**src/rtl/lru_pkg.sv**
```systemverilog
// Shared types for the true-LRU replacement tracker.
// Opcodes follow the request encoding seen on req_op.
package lru_pkg;

  typedef enum logic [2:0] {
    OP_TOUCH = 3'd0,
    OP_FILL  = 3'd1,
    OP_INVAL = 3'd2,
    OP_QUERY = 3'd3,
    OP_FLUSH = 3'd4
  } lru_op_t;

  typedef enum logic {
    ST_IDLE  = 1'b0,
    ST_FLUSH = 1'b1
  } lru_state_t;

endpackage

```
**src/rtl/lru_tracker_if.sv**
```systemverilog
// Request/response handshake bundle between cache controller
// and the LRU tracker.
interface lru_tracker_if #(
  parameter int NUM_SETS = 16,
  parameter int NUM_WAYS = 4
);
  localparam int SET_W = $clog2(NUM_SETS);
  localparam int WAY_W = $clog2(NUM_WAYS);

  logic             req_valid;
  logic             req_ready;
  logic [2:0]       req_op;
  logic [SET_W-1:0] req_set;
  logic [WAY_W-1:0] req_way;
  logic             rsp_valid;
  logic             rsp_ready;
  logic [WAY_W-1:0] rsp_way;
  logic             rsp_was_invalid;
  logic             err_touch_invalid;
  logic             busy;

  modport master (
    output req_valid, req_op, req_set, req_way, rsp_ready,
    input  req_ready, rsp_valid, rsp_way, rsp_was_invalid,
    input  err_touch_invalid, busy
  );

  modport slave (
    input  req_valid, req_op, req_set, req_way, rsp_ready,
    output req_ready, rsp_valid, rsp_way, rsp_was_invalid,
    output err_touch_invalid, busy
  );

endinterface

```
**src/rtl/lru_set_update.sv**
```systemverilog
// Combinational next-state and victim select for one cache set.
// Ranks: 0 is MRU, NUM_WAYS-1 is LRU.
module lru_set_update
  import lru_pkg::*;
#(
  parameter  int NUM_WAYS = 4,
  localparam int WAY_W    = $clog2(NUM_WAYS)
) (
  input  lru_op_t                         op,
  input  logic [WAY_W-1:0]                way,
  input  logic [NUM_WAYS-1:0][WAY_W-1:0]  rank,
  input  logic [NUM_WAYS-1:0]             valid,
  output logic [NUM_WAYS-1:0][WAY_W-1:0]  next_rank,
  output logic [NUM_WAYS-1:0]             next_valid,
  output logic                            way_invalid,
  output logic [WAY_W-1:0]                victim,
  output logic                            victim_invalid
);

  logic [WAY_W-1:0] old;

  assign old         = rank[way];
  assign way_invalid = ~valid[way];

  always_comb begin
    next_rank  = rank;
    next_valid = valid;
    case (op)
      OP_TOUCH, OP_FILL: begin
        for (int w = 0; w < NUM_WAYS; w++) begin
          if (WAY_W'(w) == way)
            next_rank[w] = '0;
          else if (rank[w] < old)
            next_rank[w] = rank[w] + WAY_W'(1);
        end
        if (op == OP_FILL)
          next_valid[way] = 1'b1;
      end
      OP_INVAL: begin
        for (int w = 0; w < NUM_WAYS; w++) begin
          if (WAY_W'(w) == way)
            next_rank[w] = WAY_W'(NUM_WAYS - 1);
          else if (rank[w] > old)
            next_rank[w] = rank[w] - WAY_W'(1);
        end
        next_valid[way] = 1'b0;
      end
      default: ;
    endcase
  end

  // Invalid ways win over the LRU way; lowest index first.
  always_comb begin
    victim         = '0;
    victim_invalid = 1'b0;
    for (int w = NUM_WAYS - 1; w >= 0; w--) begin
      if (!valid[w]) begin
        victim         = WAY_W'(w);
        victim_invalid = 1'b1;
      end
    end
    if (!victim_invalid) begin
      for (int w = 0; w < NUM_WAYS; w++) begin
        if (rank[w] == WAY_W'(NUM_WAYS - 1))
          victim = WAY_W'(w);
      end
    end
  end

endmodule

```
**src/rtl/lru_tracker.sv**
```systemverilog
// True-LRU tracker: per-set ranks and valid bits in flops,
// touch/fill/inval updates, victim queries and a flush sweep.
module lru_tracker
  import lru_pkg::*;
#(
  parameter  int NUM_SETS = 16,
  parameter  int NUM_WAYS = 4,
  localparam int SET_W    = $clog2(NUM_SETS),
  localparam int WAY_W    = $clog2(NUM_WAYS)
) (
  input logic        axis_aclk,
  input logic        axis_aresetn,
  lru_tracker_if.slave bus
);

  logic [NUM_WAYS-1:0][WAY_W-1:0] rank  [NUM_SETS];
  logic [NUM_WAYS-1:0]            valid [NUM_SETS];

  lru_state_t       state;
  logic [SET_W-1:0] flush_set;
  logic             rsp_valid;
  logic [WAY_W-1:0] rsp_way;
  logic             rsp_inv;
  logic             err;
  logic             busy;

  lru_op_t                        op;
  logic                           accept;
  logic [NUM_WAYS-1:0][WAY_W-1:0] next_rank;
  logic [NUM_WAYS-1:0]            next_valid;
  logic                           way_invalid;
  logic [WAY_W-1:0]               victim;
  logic                           victim_invalid;

  assign op = lru_op_t'(bus.req_op);

  assign bus.req_ready = axis_aresetn
                       & (state == ST_IDLE)
                       & ~(rsp_valid & ~bus.rsp_ready);

  assign accept = bus.req_valid & bus.req_ready;

  assign bus.rsp_valid         = rsp_valid;
  assign bus.rsp_way           = rsp_way;
  assign bus.rsp_was_invalid   = rsp_inv;
  assign bus.err_touch_invalid = err;
  assign bus.busy              = busy;

  lru_set_update #(
    .NUM_WAYS (NUM_WAYS)
  ) u_upd (
    .op             (op),
    .way            (bus.req_way),
    .rank           (rank[bus.req_set]),
    .valid          (valid[bus.req_set]),
    .next_rank      (next_rank),
    .next_valid     (next_valid),
    .way_invalid    (way_invalid),
    .victim         (victim),
    .victim_invalid (victim_invalid)
  );

  always_ff @(posedge axis_aclk or negedge axis_aresetn) begin
    if (!axis_aresetn) begin
      for (int s = 0; s < NUM_SETS; s++) begin
        for (int w = 0; w < NUM_WAYS; w++)
          rank[s][w] <= WAY_W'(w);
        valid[s] <= '0;
      end
      state     <= ST_IDLE;
      flush_set <= '0;
      rsp_valid <= 1'b0;
      rsp_way   <= '0;
      rsp_inv   <= 1'b0;
      err       <= 1'b0;
      busy      <= 1'b0;
    end else begin
      // Drain runs independently of the FSM, also during flush.
      if (rsp_valid && bus.rsp_ready)
        rsp_valid <= 1'b0;
      unique case (state)
        ST_IDLE: begin
          if (accept) begin
            case (op)
              OP_TOUCH, OP_FILL, OP_INVAL: begin
                rank[bus.req_set]  <= next_rank;
                valid[bus.req_set] <= next_valid;
                if (op == OP_TOUCH && way_invalid)
                  err <= 1'b1;
              end
              OP_QUERY: begin
                rsp_valid <= 1'b1;
                rsp_way   <= victim;
                rsp_inv   <= victim_invalid;
              end
              OP_FLUSH: begin
                state     <= ST_FLUSH;
                busy      <= 1'b1;
                flush_set <= '0;
              end
              default: ;
            endcase
          end
        end
        ST_FLUSH: begin
          for (int w = 0; w < NUM_WAYS; w++)
            rank[flush_set][w] <= WAY_W'(w);
          valid[flush_set] <= '0;
          flush_set        <= flush_set + SET_W'(1);
          if (flush_set == SET_W'(NUM_SETS - 1)) begin
            state <= ST_IDLE;
            busy  <= 1'b0;
          end
        end
      endcase
    end
  end

endmodule

```
**src/flat_wrapper.sv**
```systemverilog
// flat-port wrapper written by rule: the top's interface ports become plain ports
module lru_tracker_flat import lru_pkg::*;
#(
  parameter  int NUM_SETS = 16,
  parameter  int NUM_WAYS = 4,
  localparam int SET_W    = $clog2(NUM_SETS),
  localparam int WAY_W    = $clog2(NUM_WAYS)
)
  (axis_aclk, axis_aresetn, bus_req_valid, bus_req_op, bus_req_set, bus_req_way, bus_rsp_ready, bus_req_ready, bus_rsp_valid, bus_rsp_way, bus_rsp_was_invalid, bus_err_touch_invalid, bus_busy);
  lru_tracker_if #(.NUM_SETS(NUM_SETS), .NUM_WAYS(NUM_WAYS)) bus_i ();
  input logic axis_aclk;
  input logic axis_aresetn;
  input wire logic [$bits(bus_i.req_valid)-1:0] bus_req_valid;
  input wire logic [$bits(bus_i.req_op)-1:0] bus_req_op;
  input wire logic [$bits(bus_i.req_set)-1:0] bus_req_set;
  input wire logic [$bits(bus_i.req_way)-1:0] bus_req_way;
  input wire logic [$bits(bus_i.rsp_ready)-1:0] bus_rsp_ready;
  output wire logic [$bits(bus_i.req_ready)-1:0] bus_req_ready;
  output wire logic [$bits(bus_i.rsp_valid)-1:0] bus_rsp_valid;
  output wire logic [$bits(bus_i.rsp_way)-1:0] bus_rsp_way;
  output wire logic [$bits(bus_i.rsp_was_invalid)-1:0] bus_rsp_was_invalid;
  output wire logic [$bits(bus_i.err_touch_invalid)-1:0] bus_err_touch_invalid;
  output wire logic [$bits(bus_i.busy)-1:0] bus_busy;
  assign bus_i.req_valid = bus_req_valid;
  assign bus_i.req_op = bus_req_op;
  assign bus_i.req_set = bus_req_set;
  assign bus_i.req_way = bus_req_way;
  assign bus_i.rsp_ready = bus_rsp_ready;
  assign bus_req_ready = bus_i.req_ready;
  assign bus_rsp_valid = bus_i.rsp_valid;
  assign bus_rsp_way = bus_i.rsp_way;
  assign bus_rsp_was_invalid = bus_i.rsp_was_invalid;
  assign bus_err_touch_invalid = bus_i.err_touch_invalid;
  assign bus_busy = bus_i.busy;
  lru_tracker #(.NUM_SETS(NUM_SETS), .NUM_WAYS(NUM_WAYS)) u_core (.axis_aclk(axis_aclk), .axis_aresetn(axis_aresetn), .bus(bus_i));
endmodule
```
**config.mk**
```make
export PLATFORM = sky130hd
export DESIGN_NAME = lru_tracker_flat
export DESIGN_NICKNAME = d
export VERILOG_FILES = /design/src/rtl/lru_pkg.sv /design/src/rtl/lru_tracker_if.sv /design/src/rtl/lru_set_update.sv /design/src/rtl/lru_tracker.sv /design/src/flat_wrapper.sv
export SDC_FILE = /design/constraint.sdc
export NUM_CORES = 1
export LEC_CHECK = 0
export BUFFER_PORTS_ARGS = -buffer_cell sky130_fd_sc_hd__buf_4
export CAP_MARGIN = 0
export CORE_MARGIN = 10
export CORE_UTILIZATION = 35
export CTS_CLUSTER_SIZE = 8
export DETAILED_ROUTE_END_ITERATION = 16
export PLACE_DENSITY_LB_ADDON = 0.2
export SLEW_MARGIN = 30
export SYNTH_ARGS = -nofsm -noshare
export SYNTH_HDL_FRONTEND = slang
export SYNTH_SLANG_ARGS = --single-unit
```
**constraint.sdc**
```tcl
create_clock -name axis_aclk -period 8.65 [get_ports axis_aclk]
set_clock_uncertainty 0.15 [all_clocks]
set_input_delay 0.4325 -clock axis_aclk [delete_from_list [all_inputs] [get_ports axis_aclk]]
set_output_delay 0.4325 -clock axis_aclk [all_outputs]
set_load 0.05 [all_outputs]
```
==> results.md, run 1 <==
* Status: complete, no violations
* Synthesized area at about 11000 sq um
* Worst reg2reg endpoint: u_core.rank[115]$_DFFE_PN0P_
* Hold Vio Cnt, Final at 0
* P_leak at roughly 4.8 nW
* Final worst path period need at between 4 and 5 ns
* CP cell instances: buf_4 -> buf_4 -> mux4_1 -> mux4_2 -> a22o_1 -> a21oi_1 -> ha_1 -> nor2b_1 -> o21ai_0 -> nor3_1 -> a2111oi_0 -> a21boi_2 -> o21ai_0
* Area share of the largest cell type after synthesis at between 30% and 40%
* Ranking of synthesized cells by area: dfrtp_1, dfstp_2, o21ai_0, mux4_1, nand3_1
* Initial antenna violation count at 0
* Critical Path Source Type: primary input
* Gr ovfl total at 0
* Die height at 194 microns
* Sum Neg Setup Slack at 0 ns
* CTS Sinks at about 200
* Io pins at 20
* Largest net degree at the start of global routing at ~140
* Initial Util at around 36%
* Setup violators final at 0
* Clock transition at path regs at roughly 0.050 ns
* Max Slew Vio Count at 0
* Share of cells above drive strength 1 at around a fifth
* Critical path class: primary input to flip-flop
* Layout net count at between 1000 and 1500
* Fmax at 201 MHz
* Vias in the first global route at approximately 8000
* Worst vdd ir at 144 uV
* Rel. slew slack at 39.9%
* Sequential share of the synthesized area at 48.8%
* Main synth FF type: dfrtp_1
* Dpl hpwl at ~20000 microns
* H-tree Lvls at 1
* Max-capacitance violation count at 0
* CTS tree: done
* Slowest stage delay, CP at between 0.6 and 0.7 ns
* Critical path required time at 8.89 ns
* Critical Path Start: bus_req_set[0]
* Post-Route WL at roughly 31000 microns
* Resized cells post-CTS at 0
* Gr usage total at between 10% and 20%
* Synth warn at 0
* Crit path capture: u_core.rank[115]$_DFFE_PN0P_
* GPL Wtd Cong at around 0.9
* Routed vias/inst at 5.74
* Arrival time worst endpoint at roughly 5.2 ns
* DR vias at 7950
* Layout area overhead at 11.5%
* Syn Area/Cell at about 11 sq um
* Core area at 29700 sq um
* Unrepaired setup endpoints after global routing: false
* CTS root buf: clkbuf_16
* R2R cell count at 11
* N_diodes at 0
* Final Non-Filler Cells at 1386
* Die ar. at ~38000 sq um
* Final ANT Viol Nets at 0
* # fillers at just under 3000
* Synth cell count leaders: o21ai_0, dfrtp_1, nand3_1, nand2_1, dfstp_2
* Post-synth EDFFs at 0
* Placed instance count at between 1000 and 1500
* # port buffers at 19
* CTS Buffer Depth at 3
* Worst hold path class: primary input to flip-flop
* R2r setup slk at roughly 4.3 ns
* Total CTS buffers at 29
* Slew @ Worst Pin at roughly 0.90 ns
* Netlist cell types at just under 70
* # DRC at 0
* Fraction of registers with async set or reset after synthesis at 100%
* Syn Nets at 1017
* Cells after Synth at just under 1000
* FP Rows at 63
* Crit-path slowest cell: mux4_1
* Tcrit/Tclk final at a little under three fifths
* Iter 0 DRT Violations at 594
* Worst setup EP type: flip-flop
* Power per cell area at roughly 270 nW/um^2
* Area leader, netlist: dfrtp_1
* Most numerous cell in the Yosys netlist: o21ai_0
* Die W at just under 200 microns
* Global-route wire length before repair at just under 50000 microns
* FF-to-FF Start: u_core.rank[83]$_DFFE_PN0P_
* CP max FO at 30
* Routed len/inst at approximately 22 microns
* Flops & latches, synth at 203
* First-pass DRT Iterations at 5
* Clk_lat worst skew at between 0.5 and 0.6 ns
routing by layer:
layer  part of all wire [%]  track usage [%]  up-vias
met5                      0                0        -
met4                    2.5             4.66        0
met3                    5.3             2.80       52
met2                     45             24.5      224
met1                     47             23.3     4011
li1                       -                -     3663
flip-flops by register name, summed over array words and instances (netlist names), 2 cells and up:
register            count
u_core.flush_set        4
u_core.rank           128
u_core.valid           64
u_core.bus.rsp_way      2
worst max-delay path: cells and delay by family:
| family | cells | cell delay, ns |
|---|---|---|
| muxes | 2 | 1.19 |
| adders and majority gates | 1 | 0.32 |
| buffers and inverters | 2 | 0.99 |
| AOI/OAI and AO/OA | 6 | 2.02 |
| and+or+nand+nor | 2 | 0.23 |
cell usage in the layout, fill, tap and decap left out, types with 21 or more instances in the layout:
master / synthesis / final
dfrtp_1: 139 / 139
clkbuf_16: 0 / 29
nand3_1: 120 / 115
buf_4: 7 / 26
dfstp_2: 64 / 64
nand2_1: 68 / 68
mux4_2: 25 / 25
o21ai_0: 221 / 221
clkbuf_1: 44 / 21
nor2_1: 37 / 37
a21oi_1: 22 / 21
mux4_1: 26 / 26
stage by stage:
stage / cell area (sq um) / hold WS (ns) / util, % / worst slack, ns / power (W)
floorplan: 10600 / -0.0131 / - / 4.54 / 0.00187
global placement: 10900 / 0.306 / 36.6 / 3.20 / 0.00211
detailed placement: 10900 / 0.312 / 36.8 / 3.13 / 0.00213
CTS: 11800 / 0.0616 / 39.6 / 3.70 / 0.00319
global route: 11800 / 0.109 / 39.7 / 3.32 / 0.00335
finish: 11800 / 0.0862 / 39.7 / 3.68 / 0.00317
worst min-delay path by stage:
stage                                  from                              to  cells past startpoint
2_1_floorplan                  axis_aresetn     u_core.bus.busy$_DFFE_PN0P_                      0
3_3_place_gp   u_core.valid[38]$_DFFE_PN0P_    u_core.valid[38]$_DFFE_PN0P_                      2
3_5_place_dp    u_core.rank[76]$_DFFE_PN0P_     u_core.rank[76]$_DFFE_PN0P_                      2
4_1_cts                       bus_rsp_ready  u_core.bus.rsp_valid$_DFF_PN0_                      3
5_1_grt                       bus_rsp_ready  u_core.bus.rsp_valid$_DFF_PN0_                      3
6_report                      bus_rsp_ready  u_core.bus.rsp_valid$_DFF_PN0_                      3
cells by family (layout without fill, tap and decap cells):
group	count (synthesis)	in the layout	share of synthesized area [%]
buf+inv	84	92	3.93
compound gates	321	321	18.0
xor+xnor	1	1	0.0829
mux	64	64	13.3
fa+ha+maj	16	16	1.89
simple gates	299	299	14.0
flops	203	203	48.8
area by class of cell:
type | count | area (sq um) | area share [%]
Clock inverter | 2 | 13.8 | 0.117
Clock buffer | 51 | 818 | 6.94
Timing Repair Buffer | 29 | 239 | 2.03
Inverter | 10 | 37.5 | 0.318
Sequential cell | 203 | 5160 | 43.8
Multi-Input combinational cell | 701 | 5030 | 42.7
Tap cell | 390 | 488 | 4.14
what timing repair did:
action,in CTS,in global routing
endpoints found under the hold margin,61,0
hold buffers,1,0
setup endpoints to repair,0,0
setup buffers,0,0
power breakdown:
group	switching [W]	internal [W]
combinational	0.000482	0.000292
clock	0.000420	0.000631
sequential	0.000116	0.00123
Power figures use the tool's default switching activity.
==> run 2, diff against run 1 <==
Clock period 8.65 ns to 4.69 ns, I/O delays scaled along.
==> run 2 against run 1 <==
  * Clock-buffer cell count stayed put
  * Highest routed layer unchanged
  * Die area stayed put
  * Critical path depth is 1 lower
  * Clock power is 85% higher
  * Largest power group unchanged
  * Critical path type is now flip-flop to flip-flop
==> results.md, run 2 (synthesis results as in run 1) <==
* Status: complete, no violations
* CTS Sinks at 203
* GPL Wtd Cong at about 0.86
* Critical path required time at between 4 and 5 ns
* Slowest stage delay, CP at between 0.8 and 0.9 ns
* Clock transition at path regs at ~0.050 ns
* CP dominant cell by count: o21ai_0
* Biggest regs: u_core.rank x128, u_core.valid x64, u_core.flush_set x4
* Gr usage total at between 10% and 20%
* R2r setup slk at between 0.6 and 0.7 ns
* Share of power burned in registers at ~42%
* Arrival time worst endpoint at 4.29 ns
* Slew @ Worst Pin at about 0.98 ns
* Initial antenna violation count at 1
* CP Depth at 12
* Most common cell after layout, fill and taps aside: o21ai_0
* Vias in the first global route at about 8000
* Final ANT Viol Nets at 0
* Routed vias/inst at slightly below 6
* Worst vdd ir at 259 uV
* Power per cell area at approximately 490 nW/um^2
* Fmax at roughly 250 MHz
* Max-capacitance violation count at 0
* H-tree Lvls at 1
* Clock Power Share at 32.9%
* FF-to-FF Start: u_core.rank[16]$_DFFE_PN0P_
* First-pass DRT Iterations at 5
* Global-route wire length before repair at between 40000 and 50000 microns
* CP cell instances: mux4_1 -> mux4_2 -> inv_1 -> o21ai_0 -> o221a_2 -> ha_1 -> nor2b_1 -> o21ai_0 -> nand3_1 -> nand2_1 -> o41ai_4 -> o21ai_0
* WP buf/inv at 1
* # port buffers at 19
* DR vias at about 8200
* NetSw at about 0.0019 W
* Resized cells post-CTS at 0
* # DRC at 0
* Share of cells above drive strength 1 at roughly 21%
* CP max FO at 16
* Dpl hpwl at about 21000 microns
* Total CTS buffers at 29
* Crit-path slowest cell: o41ai_4
* Worst reg2reg endpoint: u_core.rank[50]$_DFFE_PN1P_
* Io pins at 20
* Gr ovfl total at 0
* Sw Share at 32.1%
* Die W at approximately 190 microns
* Routed len/inst at 22.6 microns
* FP Rows at 63
* Cts hold-fix bufs at 3
* Hold Vio Cnt, Final at 0
* CTS tree: done
* Final Cell Area at 12000 sq um
* Worst setup EP type: flip-flop
* Tcrit/Tclk final at between 80% and 90%
* Die ar. at 37500 sq um
* Unrepaired setup endpoints after global routing: false
* Clk_lat worst skew at 0.55 ns
* Iter 0 DRT Violations at about 840
* Logic pwr share at 24.9%
* Largest net degree at the start of global routing at ~70
* Sum Neg Setup Slack at 0 ns
* Max Slew Vio Count at 0
* P_leak at 4.94 nW
* Initial Util at approximately 36%
* CTS Buffer Depth at 3
* Die height at 194 microns
* R2R cell count at 12
* Register bank with the most flops: u_core.rank
* Max reg flops at 128
* Layout area overhead at 13.3%
* Setup violators final at 0
* Final worst path period need at about 4.0 ns
* Layout net count at 1028
* Setup bufs post-CTS at 0
* N_diodes at 0
* CTS root buf: clkbuf_16
* Internal power at between 0.004 and 0.005 W
* Worst hold path class: primary input to asynchronous set/reset pin
* Post-DP Area at between 10000 and 15000 sq um
* Crit path max-delay family: compound AO/OA/AOI/OAI gates
* Most frequent cells in the layout: o21ai_0, dfrtp_1, nand3_1
* Critical path class: flip-flop to flip-flop
* Rel. slew slack at approximately a third
* Post-Route WL at 31800 microns
* Core area at roughly 30000 sq um
* Critical Path Source Type: flip-flop
* Overall power at a little under 0.006 W
==> run 2: changes by cell type in the layout (fill, tap and decap cells not counted), moves of 2 or more <==
| cell | delta |
|---|---|
| buf_12 | +2 |
| nand3_1 | +3 |
| dlygate4sd3_1 | +2 |
| buf_4 | +20 |
| nand3_2 | -3 |
==> run 2: stage by stage <==
stage               worst slack (ns)  hold WS (ns)  instances  utilization [%]
finish                         0.675        0.0182       1410             40.3
global route                   0.415        0.0391       1410             40.3
CTS                            0.695        0.0152       1410             40.3
detailed placement             0.356        0.0339       1355             37.4
global placement               0.386        0.0365       1355             37.4
floorplan                      0.775        -0.211        988                -
==> run 2: layout make-up <==
cell class / count / area [sq um]
tap: 390 / 488
timing repair buffer: 54 / 460
inverter: 10 / 37.5
multi-input combinational: 701 / 5010
sequential: 203 / 5160
fill: 2856 / 17700
clock buffer: 51 / 818
clock inverter: 1 / 8.76
==> run 2: routing by layer <==
layer / part of all wire [%] / GRT usage [%] / vias up
met5: 0 / 0 / -
met4: 1.9 / 3.69 / 0
met3: 6.8 / 2.94 / 43
met2: 46 / 25.6 / 296
met1: 46 / 23.6 / 4115
li1: - / - / 3713
==> run 2: worst max-delay path by stage <==
stage | start | to | slack (ns)
3_3_place_gp | bus_req_set[0] | u_core.rank[34]$_DFFE_PN1P_ | 0.39
2_1_floorplan | bus_req_set[0] | u_core.rank[107]$_DFFE_PN0P_ | 0.78
4_1_cts | u_core.rank[16]$_DFFE_PN0P_ | u_core.rank[50]$_DFFE_PN1P_ | 0.70
5_1_grt | u_core.rank[5]$_DFFE_PN1P_ | u_core.rank[51]$_DFFE_PN0P_ | 0.42
6_report | u_core.rank[16]$_DFFE_PN0P_ | u_core.rank[50]$_DFFE_PN1P_ | 0.68
3_5_place_dp | bus_req_set[0] | u_core.rank[34]$_DFFE_PN1P_ | 0.36
==> run 2: power groups by stage <==
| stage | logic (W) | registers, W | clock network [W] |
|---|---|---|---|
| after detailed placement | 0.00146 | 0.00251 | 0 |
| after global placement | 0.00144 | 0.00251 | 0 |
| after global routing | 0.00163 | 0.00253 | 0.00206 |
| after CTS | 0.00146 | 0.00249 | 0.00198 |
| final | 0.00147 | 0.00249 | 0.00194 |
| after floorplan | 0.00101 | 0.00244 | 0 |
==> run 2: worst reg2reg max path: stages, from the launching register on <==
cell	delay (ns)
dfrtp_1	0.38
mux4_1	0.59
mux4_2	0.58
inv_1	0.14
o21ai_0	0.10
o221a_2	0.18
ha_1	0.20
nor2b_1	0.17
o21ai_0	0.14
nand3_1	0.10
nand2_1	0.11
o41ai_4	0.85
o21ai_0	0.22
